--- config.mk ---
export PLATFORM = sky130hd
export DESIGN_NAME = dual_req_ram_arbiter_flat
export DESIGN_NICKNAME = d
export VERILOG_FILES = /design/src/rtl/dual_req_ram_arbiter_if.sv /design/src/rtl/dual_req_ram_arbiter.sv /design/src/flat_wrapper.sv
export SDC_FILE = /design/constraint.sdc
export NUM_CORES = 1
export LEC_CHECK = 0
export ABC_AREA = 1
export CELL_PAD_IN_SITES_DETAIL_PLACEMENT = 0
export CELL_PAD_IN_SITES_GLOBAL_PLACEMENT = 1
export CORE_AREA = 5 5 78 80
export CTS_CLUSTER_DIAMETER = 50
export DETAILED_ROUTE_END_ITERATION = 16
export DIE_AREA = 0 0 83 85
export GPL_TIMING_DRIVEN = 0
export PLACE_DENSITY = 0.77
export SLEW_MARGIN = 20
export SYNTH_ARGS = -nofsm -noshare
export SYNTH_HDL_FRONTEND = slang
export SYNTH_SLANG_ARGS = --single-unit
--- constraint.sdc ---
create_clock -name clk -period 2.1 [get_ports clk]
set_clock_uncertainty 0.2 [all_clocks]
set_input_delay 0.63 -clock clk [delete_from_list [all_inputs] [get_ports clk]]
set_output_delay 0.63 -clock clk [all_outputs]
set_load 0.01 [all_outputs]
--- src/rtl/dual_req_ram_arbiter_if.sv ---
// dual_req_ram_arbiter_if
//   Requester-side bus of the dual-requester RAM arbiter.
//   Carries both requesters' command fields, the per-port grants, the
//   per-port read-return strobes and the shared read data.
//   master : driven by the requesters (req/we/addr/wdata out; gnt/rvalid/rdata in)
//   slave  : seen by the arbiter   (req/we/addr/wdata in;  gnt/rvalid/rdata out)
interface dual_req_ram_arbiter_if #(
  parameter int DATA_W = 8,
  parameter int ADDR_W = 8
);
  logic              req_a;
  logic              req_b;
  logic              we_a;
  logic              we_b;
  logic [ADDR_W-1:0] addr_a;
  logic [ADDR_W-1:0] addr_b;
  logic [DATA_W-1:0] wdata_a;
  logic [DATA_W-1:0] wdata_b;
  logic              gnt_a;
  logic              gnt_b;
  logic              rvalid_a;
  logic              rvalid_b;
  logic [DATA_W-1:0] rdata;

  modport master (
    output req_a, req_b, we_a, we_b, addr_a, addr_b, wdata_a, wdata_b,
    input  gnt_a, gnt_b, rvalid_a, rvalid_b, rdata
  );

  modport slave (
    input  req_a, req_b, we_a, we_b, addr_a, addr_b, wdata_a, wdata_b,
    output gnt_a, gnt_b, rvalid_a, rvalid_b, rdata
  );
endinterface

--- src/rtl/dual_req_ram_arbiter.sv ---
// dual_req_ram_arbiter
//   Shares one external single-port synchronous RAM between requesters A and B.
//   One access is granted per cycle; the winning command is registered onto
//   the RAM port and read data is returned with a per-port one-cycle strobe.
//
//   Arbitration: round-robin between A and B by default. When the macro
//   ARB_FIXED_PRIO_EN is defined, A always wins contention (B may starve).
//
//   Ports
//     clk          in   rising-edge clock
//     rst_n        in   asynchronous reset, active low
//     bus          slave modport of dual_req_ram_arbiter_if
//                  (req/we/addr/wdata per port in; gnt/rvalid per port and
//                   shared rdata out)
//     ram_data     out  RAM write data
//     ram_address  out  RAM address
//     ram_wr       out  RAM write enable
//     ram_q        in   RAM read data, valid one edge after the RAM samples
//
//   Timing for an accept at edge k:
//     k..k+1   command presented on the RAM port
//     k+1      RAM samples the command
//     k+2..k+3 rvalid_<owner> high, rdata = ram_q (reads only)
module dual_req_ram_arbiter #(
  parameter int DATA_W = 8,
  parameter int ADDR_W = 8
) (
  input  logic                    clk,
  input  logic                    rst_n,
  dual_req_ram_arbiter_if.slave   bus,
  output logic [DATA_W-1:0]       ram_data,
  output logic [ADDR_W-1:0]       ram_address,
  output logic                    ram_wr,
  input  logic [DATA_W-1:0]       ram_q
);

  typedef enum logic {
    OWN_A = 1'b0,
    OWN_B = 1'b1
  } owner_t;

  // Arbitration pointer: the port that won the most recent accept.
  owner_t last_owner;
  owner_t last_owner_nxt;

  logic   sel_a;
  logic   sel_b;
  logic   accept;
  owner_t winner;

  logic              cmd_we;
  logic [ADDR_W-1:0] cmd_addr;
  logic [DATA_W-1:0] cmd_wdata;

  // Read tag pipeline: tag0 travels with the command stage, tag1/tag2 form
  // the shift register that lines the tag up with ram_q.
  logic   tag0_v;
  logic   tag1_v;
  logic   tag2_v;
  owner_t tag0_own;
  owner_t tag1_own;
  owner_t tag2_own;

  // ---------------------------------------------------------------------------
  // Pointer register
  // ---------------------------------------------------------------------------
  always_ff @(posedge clk or negedge rst_n) begin
    if (!rst_n) begin
      last_owner <= OWN_B;
    end else begin
      last_owner <= last_owner_nxt;
    end
  end

  // ---------------------------------------------------------------------------
  // Arbitration and pointer next-state
  // ---------------------------------------------------------------------------
  always_comb begin
    sel_a          = 1'b0;
    sel_b          = 1'b0;
    last_owner_nxt = last_owner;

`ifdef ARB_FIXED_PRIO_EN
    if (bus.req_a) begin
      sel_a = 1'b1;
    end else if (bus.req_b) begin
      sel_b = 1'b1;
    end
`else
    if (bus.req_a && bus.req_b) begin
      if (last_owner == OWN_B) begin
        sel_a = 1'b1;
      end else begin
        sel_b = 1'b1;
      end
    end else if (bus.req_a) begin
      sel_a = 1'b1;
    end else if (bus.req_b) begin
      sel_b = 1'b1;
    end
`endif

    // The pointer tracks the winner in both builds; idle cycles leave it alone.
    if (sel_a) begin
      last_owner_nxt = OWN_A;
    end else if (sel_b) begin
      last_owner_nxt = OWN_B;
    end
  end

  // Grants are masked by rst_n so they read low while reset is asserted.
  assign bus.gnt_a = sel_a & rst_n;
  assign bus.gnt_b = sel_b & rst_n;

  // gnt implies req, so an accept is simply a grant at the clock edge.
  assign accept = bus.gnt_a | bus.gnt_b;
  assign winner = sel_a ? OWN_A : OWN_B;

  // ---------------------------------------------------------------------------
  // Winning command mux
  // ---------------------------------------------------------------------------
  always_comb begin
    cmd_we    = bus.we_b;
    cmd_addr  = bus.addr_b;
    cmd_wdata = bus.wdata_b;
    if (sel_a) begin
      cmd_we    = bus.we_a;
      cmd_addr  = bus.addr_a;
      cmd_wdata = bus.wdata_a;
    end
  end

  // ---------------------------------------------------------------------------
  // Command stage: RAM port registers
  // ---------------------------------------------------------------------------
  always_ff @(posedge clk or negedge rst_n) begin
    if (!rst_n) begin
      ram_wr      <= 1'b0;
      ram_address <= '0;
      ram_data    <= '0;
    end else begin
      ram_wr <= accept & cmd_we;
      if (accept) begin
        ram_address <= cmd_addr;
        ram_data    <= cmd_wdata;
      end
    end
  end

  // ---------------------------------------------------------------------------
  // Read tag pipeline
  // ---------------------------------------------------------------------------
  always_ff @(posedge clk or negedge rst_n) begin
    if (!rst_n) begin
      tag0_v   <= 1'b0;
      tag1_v   <= 1'b0;
      tag2_v   <= 1'b0;
      tag0_own <= OWN_A;
      tag1_own <= OWN_A;
      tag2_own <= OWN_A;
    end else begin
      tag0_v   <= accept & ~cmd_we;
      tag0_own <= winner;
      tag1_v   <= tag0_v;
      tag1_own <= tag0_own;
      tag2_v   <= tag1_v;
      tag2_own <= tag1_own;
    end
  end

  assign bus.rvalid_a = tag2_v & (tag2_own == OWN_A);
  assign bus.rvalid_b = tag2_v & (tag2_own == OWN_B);
  assign bus.rdata    = ram_q;

endmodule

--- src/flat_wrapper.sv ---
// flat-port wrapper written by rule: the top's interface ports become plain ports
module dual_req_ram_arbiter_flat 
#(
  parameter int DATA_W = 8,
  parameter int ADDR_W = 8
)
  (clk, rst_n, ram_data, ram_address, ram_wr, ram_q, bus_req_a, bus_req_b, bus_we_a, bus_we_b, bus_addr_a, bus_addr_b, bus_wdata_a, bus_wdata_b, bus_gnt_a, bus_gnt_b, bus_rvalid_a, bus_rvalid_b, bus_rdata);
  dual_req_ram_arbiter_if #(.DATA_W(DATA_W), .ADDR_W(ADDR_W)) bus_i ();
  input  logic clk;
  input  logic rst_n;
  output logic [DATA_W-1:0] ram_data;
  output logic [ADDR_W-1:0] ram_address;
  output logic ram_wr;
  input  logic [DATA_W-1:0] ram_q;
  input wire logic [$bits(bus_i.req_a)-1:0] bus_req_a;
  input wire logic [$bits(bus_i.req_b)-1:0] bus_req_b;
  input wire logic [$bits(bus_i.we_a)-1:0] bus_we_a;
  input wire logic [$bits(bus_i.we_b)-1:0] bus_we_b;
  input wire logic [$bits(bus_i.addr_a)-1:0] bus_addr_a;
  input wire logic [$bits(bus_i.addr_b)-1:0] bus_addr_b;
  input wire logic [$bits(bus_i.wdata_a)-1:0] bus_wdata_a;
  input wire logic [$bits(bus_i.wdata_b)-1:0] bus_wdata_b;
  output wire logic [$bits(bus_i.gnt_a)-1:0] bus_gnt_a;
  output wire logic [$bits(bus_i.gnt_b)-1:0] bus_gnt_b;
  output wire logic [$bits(bus_i.rvalid_a)-1:0] bus_rvalid_a;
  output wire logic [$bits(bus_i.rvalid_b)-1:0] bus_rvalid_b;
  output wire logic [$bits(bus_i.rdata)-1:0] bus_rdata;
  assign bus_i.req_a = bus_req_a;
  assign bus_i.req_b = bus_req_b;
  assign bus_i.we_a = bus_we_a;
  assign bus_i.we_b = bus_we_b;
  assign bus_i.addr_a = bus_addr_a;
  assign bus_i.addr_b = bus_addr_b;
  assign bus_i.wdata_a = bus_wdata_a;
  assign bus_i.wdata_b = bus_wdata_b;
  assign bus_gnt_a = bus_i.gnt_a;
  assign bus_gnt_b = bus_i.gnt_b;
  assign bus_rvalid_a = bus_i.rvalid_a;
  assign bus_rvalid_b = bus_i.rvalid_b;
  assign bus_rdata = bus_i.rdata;
  dual_req_ram_arbiter #(.DATA_W(DATA_W), .ADDR_W(ADDR_W)) u_core (.clk(clk), .rst_n(rst_n), .bus(bus_i), .ram_data(ram_data), .ram_address(ram_address), .ram_wr(ram_wr), .ram_q(ram_q));
endmodule
==> Yosys cells after proc, flatten, opt, wreduce, memory -nomap -nowiden <==
Cells that the tools add are included.
{ "totals": {"ff_bits": 24, "out_inout_bits": 29} }
{ "classes": {"mux": 13, "n_bitwise": 9, "n_reduce_logical": 2} }
{ "ops": {"columns": ["op", "n"], "rows": [
  ["8-bit two-way mux", 2],
  ["1-bit two-way mux", 11],
  ["1-bit AND", 6],
  ["1-bit NOT", 2],
  ["2-bit nonzero test", 1],
  ["1-bit logical AND", 1],
  ["1-bit OR", 1]
]} }

==> Depth between registers and ports, before layout <==
Gate-level depths: netlist of run 1.
{ "logic_depth": {"ltp_word": 6, "ltp_mapped": 6, "ltp_nobuf": 6} }

==> Worst setup path before layout of run 1 <==
No wires, ideal clock.
{ "synth_path": {"kind": "input to output", "from": "input bus_req_a", "to": "output bus_gnt_b", "arrival_time_ns": 1.132, "path_slack_ns": 0.138, "cell_stages": 3, "n_path_buf": 1, "path_cell_list": "nand2_2 > buf_2 > and3_2"} }
{ "synth_between": {"elab_chain_len": 3, "word_cells_on_any_way": 4, "cone_classes": "mux: 2; bitwise: 1; reduce/logical: 1"} }
{ "synth_rtl": {"columns": ["element", "line", "text"], "rows": [
  ["start: declaration", "flat_wrapper.sv:15", "input wire logic [$bits(bus_i.req_a)-1:0] bus_req_a;"],
  ["1-bit two-way mux or 1-bit logical AND (tied branches)", "dual_req_ram_arbiter.sv:96, dual_req_ram_arbiter.sv:90", null],
  ["1-bit two-way mux (*)", "dual_req_ram_arbiter.sv:90", "if (bus.req_a && bus.req_b) begin"],
  ["1-bit AND (*)", "dual_req_ram_arbiter.sv:113", "assign bus.gnt_b = sel_b & rst_n;"],
  ["end: declaration", "flat_wrapper.sv:24", "output wire logic [$bits(bus_i.gnt_b)-1:0] bus_gnt_b;"]
]} }
Mark *: on every way between the ends. The rest lies on a longest branch, timed or not.

==> Worst setup path after layout of run 1 <==
{ "layout_path": {"from": "input bus_req_b", "to": "output bus_gnt_a"} }
{ "layout_between": {"elab_chain_len": 3} }
{ "layout_rtl": {"columns": ["element", "line", "text"], "rows": [
  ["start: declaration", "flat_wrapper.sv:16", "input wire logic [$bits(bus_i.req_b)-1:0] bus_req_b;"],
  ["1-bit logical AND", "dual_req_ram_arbiter.sv:90", null],
  ["1-bit two-way mux", "dual_req_ram_arbiter.sv:90", null],
  ["1-bit AND", "dual_req_ram_arbiter.sv:112", "assign bus.gnt_a = sel_a & rst_n;"],
  ["end: declaration", "flat_wrapper.sv:23", "output wire logic [$bits(bus_i.gnt_a)-1:0] bus_gnt_a;"]
]} }
No other way between the ends.

==> results of run 1 <==
-- area by class of cell --
class / count / share of cell area [%]
flip-flops and latches: 24 / 26.9
multi-input cells: 99 / 23.6
inverters: 24 / 4.36
clock inverters: 1 / 1.34
plain buffers: 15 / 6.03
repair buffers: 74 / 31.9
clock buffers: 3 / 1.84
well taps: 72 / 4.02
-- worst max-delay path, delay by kind of cell --
family / cells / cell delay (ns)
and+or+nand+nor: 3 / 0.26
buffers and inverters: 2 / 0.38
-- layout by cell type (no fill, tap or decap) --
cell,instances
buf_4,16
nand3b_1,16
o21a_1,1
inv_1,22
dfstp_2,1
nand2_4,4
dfrtp_1,23
clkdlybuf4s50_1,59
nor2_2,3
inv_2,1
bufinv_16,1
buf_2,4
and3_4,1
clkdlybuf4s15_1,1
o21ai_0,1
dlymetal6s2s_1,1
nand3_1,32
nor2_1,1
buf_12,1
nand2_1,37
nand2_2,3
dlygate4sd2_1,1
clkbuf_8,3
inv_8,1
buf_6,6
-- where the power goes --
part	switching [W]	internal (W)
Combinational	0.000189	0.000258
Sequential	0.0000342	0.000524
Clock	0.000166	0.000255
-- repair_timing --
action | 4_1_cts | 5_1_grt
hold buffers | 0 | 0
setup endpoints to repair | 3 | 3
pin swaps | 2 | 2
gates resized for setup | 23 | 5
buffers inserted | 4 | 4
-- through the flow --
| stage | TNS (ns) | utilization (%) |
|---|---|---|
| 2_1_floorplan | 0 | - |
| 4_1_cts | -0.0209 | 41.4 |
| 3_3_place_gp | -22.47 | 39.3 |
| 6_report | -0.00595 | 42.0 |
| 5_1_grt | -0.0642 | 42.0 |
| 3_5_place_dp | -2.58 | 39.2 |
-- cell families after synthesis --
kind of cell / count (synthesis) / share of synthesized area (%)
simple gates: 97 / 36.7
buf+inv: 40 / 17.7
flops: 24 / 44.7
compound gates: 2 / 0.930
-- metal layers --
metal	vias up	part of all wire (%)
met3	2	11
met2	59	44
met4	0	0.63
met1	602	45
met5	-	0
li1	657	-
-- flip-flops by register name (all words and copies together), names as in the netlist --
| signal | flops |
|---|---|
| u_core.ram_address | 8 |
| u_core.ram_data | 8 |
| u_core.last_owner | 1 |
| u_core.ram_wr | 1 |
| u_core.tag0_own | 1 |
| u_core.tag0_v | 1 |
| u_core.tag1_own | 1 |
| u_core.tag1_v | 1 |
| u_core.tag2_own | 1 |
| u_core.tag2_v | 1 |
-- worst max path at each step --
| stage | start | endpoint | slack (ns) | depth (start not counted) |
|---|---|---|---|---|
| floorplan | bus_req_a | bus_gnt_b | 0.14 | 3 |
| finish | bus_req_b | bus_gnt_a | -0.006 | 5 |
| detailed placement | bus_req_a | bus_gnt_b | -1.05 | 5 |
| global route | u_core.last_owner$_DFFE_PN1P_ | bus_gnt_a | -0.06 | 5 |
| global placement | rst_n | bus_gnt_b | -1.57 | 3 |
| CTS | u_core.last_owner$_DFFE_PN1P_ | bus_gnt_a | -0.01 | 5 |
==> flow_summary.toml, run 1 <==
[synthesis]
syn_nets = 209
synth_ff_type = "dfrtp_1"
avgSynthCellArea_um2 = 8.25
ys_seq_area_share_pct = 44.7
synth_cells = 163
synth_top_area_share_pct = 42.8
ys_ff_latch = 24
yosys.area.top_type = "dfrtp_1"
async_flop_share_pct = 100
synth.distinct_cells = 18
syn_area_um2 = 1350
synth_most_common_cell = "nand2_1"
synth.cells.most_frequent = "nand2_1, nand3_1, dfrtp_1, inv_1, nand3b_1"
ys_warn_count = 0
synth_edf_count = 0
netlist_top_cells_area = "dfrtp_1, nand3_1, nand2_1"

[layout]
multiInputGateArea_um2 = 529
instances_no_fill = 312
drive_above_1_share_pct = 18.8
area_delta_synth_final_pct = 66.5
seq_area_um2 = 602
diodes = 0
layout.nets = 287
fill_cells = 582
final_area_um2 = 2240

[worst_setup_path]
slowest_stage = "clkdlybuf4s15_1"
worstPathRequired_ns = 1.27
reg2reg_to = "u_core.ram_data[0]$_DFFE_PN0P_"
slowest_delay_ns = 0.25
crit-reg2reg-launch = "u_core.last_owner$_DFFE_PN1P_"
rrSetupSlack_ns = 0.43
critical_path_arrival_ns = 1.28
crit_path_end_kind = "output pin"
startpoint_type = "input pin"
crit_path_cell_trace = "clkdlybuf4s15_1 -> nand2_4 -> nand2_4 -> nor2_2 -> buf_2"
path_class = "input pin to output pin"
r2r_cells = 7
cpMostUsedCell = "nand2_4"
critPathMaxFanout = 4

[floorplanning]
core_um2 = 5340
ios = 75
fp-row-count = 27
die_h_um = 85
die_w_um = 83
die-area_um2 = 7060
start_util_pct = 25.2

[outcome]
status = "finished with violations"
violations = "negative setup slack"

[sta]
rsz0062_at_grt = "true"
hold_viol_final = 0
fmax_ghz = 0.475
fin_crit_sh_pct = 100
relSlewSlack_pct = 83.1
finalHoldWorstSlack_ns = 0.000207
setup_ws_ns = -0.00595
setup-violations-final = 1
slew_violations = 0
min_period_ns = 2.11
worst_pin_slew_ns = 0.253

[job]
cap_viol_max_count = 0

[power]
power.total_w = 0.00143
vdd_drop_max_mv = 0.265
p_leak_nw = 1.12
powerDensity_nw_per_um2 = 637

[clock_tree]
cts_sinks = 24
worstSkewPairLatency_ns = 0.27
htree_levels = 1
cts.path.max_buffers = 2
cts_made_buffers = 3
cts-root-buf = "clkbuf_8"
cts_tree = "built"
clkTransAtPathRegs_ns = 0.09

[detailed_routing]
wire_per_inst_um = 12.6
drc = 0
drt-initial-drc-count = 69
route.vias.total = 1320
detail-route-antenna-nets = 0
via_per_inst = 4.23
wl_mm = 3.94
first_pass_iters = 4

[global_route]
groute.usage.overall_pct = 11.2
grt-busiest-layer = "met2"
grt_pass1_wl_mm = 6.52
grt_max_degree = 28
grt_overflow_total = 0
grt_pass1_vias = 1338
grt_util_met3_pct = 4.37
use_met1_pct = 14.3
antenna_found_initial = 0
use_met2_pct = 18.1

[placement]
dp_slack_ns = -1.05
dp.cells = 301
placed_area_um2 = 2090
numPortBuffers = 66
hpwl_mm = 2.71
gp_congestion = 0.745

[worst_hold_path]
hold_class = "input pin to asynchronous set/reset pin"
(Power assumes the default switching activity.)
==> run 2: changes to the inputs <==
--- a/config.mk
+++ b/config.mk
@@ -14,5 +14,5 @@
 export DIE_AREA = 0 0 83 85
 export GPL_TIMING_DRIVEN = 0
-export PLACE_DENSITY = 0.77
+export PLACE_DENSITY_LB_ADDON = 0.05
 export SLEW_MARGIN = 20
 export SYNTH_ARGS = -nofsm -noshare
==> constraint.sdc (replaced) <==
create_clock -name clk -period 2.1 [get_ports clk]
set_clock_uncertainty 0.2 [all_clocks]
set_input_delay 0.63 -clock clk [delete_from_list [all_inputs] [get_ports clk]]
set_output_delay 0.63 -clock clk [all_outputs]
set_load 0.02 [all_outputs]
==> flow_summary.toml, run 2 (same netlist as run 1, synthesis figures left out) <==
[outcome]
status = "complete, no violations"

[worst_setup_path]
rrSetupSlack_ns = 0.47
crit_path_end_kind = "output pin"
worstPathRequired_ns = 1.27
crit-reg2reg-launch = "u_core.last_owner$_DFFE_PN1P_"
path_class = "flip-flop to output pin"
startpoint_type = "flip-flop"
critPathMaxFanout = 11
crit_start = "u_core.last_owner$_DFFE_PN1P_"
critical_path_arrival_ns = 1.24

[layout]
layout_commonest_cell = "clkdlybuf4s50_1"
multiInputGateArea_um2 = 534
fill_cells = 569
seq_area_um2 = 602
drive_above_1_share_pct = 17.8
layout_common_cells = "clkdlybuf4s50_1, nand2_1, nand3_1"
diodes = 0
fin_util_pct = 42.2
layout.nets = 283
area_delta_synth_final_pct = 67.5
reg.largest.list = "u_core.ram_address: 8 flops, u_core.ram_data: 8 flops"

[power]
switching_share_pct = 29.4
internal_power_w = 0.00102
powerDensity_nw_per_um2 = 640
power_frac_seq_pct = 38.6
vdd_drop_max_mv = 0.254
power.total_w = 0.00144
p_leak_nw = 1.24
clkPwrFrac_pct = 28.4
power_frac_comb_pct = 33.0
switching_power_w = 0.000424

[global_route]
grt_pass1_vias = 1450
grt_pass1_wl_mm = 6.76
grt_max_degree = 28
groute.usage.overall_pct = 11.5
antenna_found_initial = 0
grt_overflow_total = 0

[detailed_routing]
route.vias.total = 1308
wl_mm = 4.05
drt-initial-drc-count = 29
via_per_inst = 4.25
drc = 0
first_pass_iters = 4
wire_per_inst_um = 13.2
detail-route-antenna-nets = 0

[floorplanning]
start_util_pct = 25.2
die_w_um = 83
die-area_um2 = 7060
ios = 75
core_um2 = 5340
fp-row-count = 27
die_h_um = 85

[placement]
hpwl_mm = 2.95
numPortBuffers = 66
gp_congestion = 0.730

[clock_tree]
cts_sinks = 24
cts-root-buf = "clkbuf_8"
cts_made_buffers = 3
cts_tree = "built"
clkTransAtPathRegs_ns = 0.09
worstSkewPairLatency_ns = 0.26
cts.path.max_buffers = 2
htree_levels = 1

[sta]
slew_violations = 0
finalHoldWorstSlack_ns = 0.0962
hold_viol_final = 0
setup-violations-final = 0
min_period_ns = 2.07
worst_pin_slew_ns = 0.229
fin_crit_sh_pct = 98.5
relSlewSlack_pct = 84.7
fmax_ghz = 0.483
rsz0062_at_grt = "true"

[worst_hold_path]
hold_class = "input pin to asynchronous set/reset pin"

[job]
cap_viol_max_count = 0
==> run 2: cell types whose count changed in the layout (fill, tap and decap cells not counted) <==
cell,change
nor2_2,-1
buf_8,+1
dlygate4sd2_1,+10
dlymetal6s2s_1,+11
nor2_4,+1
buf_4,-5
buf_2,-1
buf_12,+1
clkdlybuf4s50_1,-21
clkdlybuf4s15_2,+1
clkdlybuf4s15_1,-1
==> run 2: cell type report <==
type                            count  share of cell area (%)
Multi-Input combinational cell     99                    23.7
Timing Repair Buffer               70                    32.1
Clock inverter                      1                    1.33
Tap cell                           72                    4.00
Clock buffer                        3                    1.83
Inverter                           24                    4.33
Sequential cell                    24                    26.7
Buffer                             15                    6.00
==> run 2: repair_timing <==
item                                    in CTS  in global routing
hold buffers                                 0                  1
gates resized for setup                     40                 15
endpoints found under the setup margin      13                 14
buffers inserted                             3                  0
endpoints found under the hold margin        0                 23
pin swaps                                    2                  0
==> run 2: path summary, 6_finish.rpt <==
| kind | endpoint | cells after the start |
|---|---|---|
| min reg2reg | u_core.tag2_own$_DFF_PN0_ | 0 |
| max | bus_gnt_b | 3 |
| min | u_core.ram_data[4]$_DFFE_PN0P_ | 2 |
| max reg2reg | u_core.ram_data[0]$_DFFE_PN0P_ | 7 |
| min in group clk | u_core.tag2_own$_DFF_PN0_ | 0 |
| max in group asynchronous | u_core.ram_data[0]$_DFFE_PN0P_ | 2 |
==> run 2: layer usage <==
layer	global-route usage [%]	part of all wire, %
met3	3.40	6.4
met1	14.4	45
met2	19.6	48
met5	0	0
met4	2.67	0.37
==> run 2: power by group through the flow <==
stage / combinational, W / sequential, W / clock (W)
floorplan: 0.000178 / 0.000623 / 0
global placement: 0.000476 / 0.000564 / 0
detailed placement: 0.000477 / 0.000565 / 0
CTS: 0.000487 / 0.000559 / 0.000429
global route: 0.000521 / 0.000564 / 0.000445
finish: 0.000476 / 0.000556 / 0.000409
==> run 2: critical path: stages (launching register included) <==
cell	delay, ns
dfstp_2	0.57
nand2_4	0.10
and3_4	0.17
buf_6	0.12
==> run 2: stage by stage <==
stage               setup slack (ns)  area [um2]  std cells  setup TNS [ns]
finish                        0.0316        2250        308               0
global route                 -0.0251        2250        308         -0.0371
detailed placement             -1.09        2090        301           -2.82
CTS                          -0.0417        2200        308         -0.0417
global placement               -1.67        2100        301          -24.17
floorplan                     0.0991        1350        163               0
==> run 3: changes to the inputs <==
CAP_MARGIN = 10   (was not set)
==> results of run 3 <==
The final DEF is identical to that of run 2; final timing and power are the same.
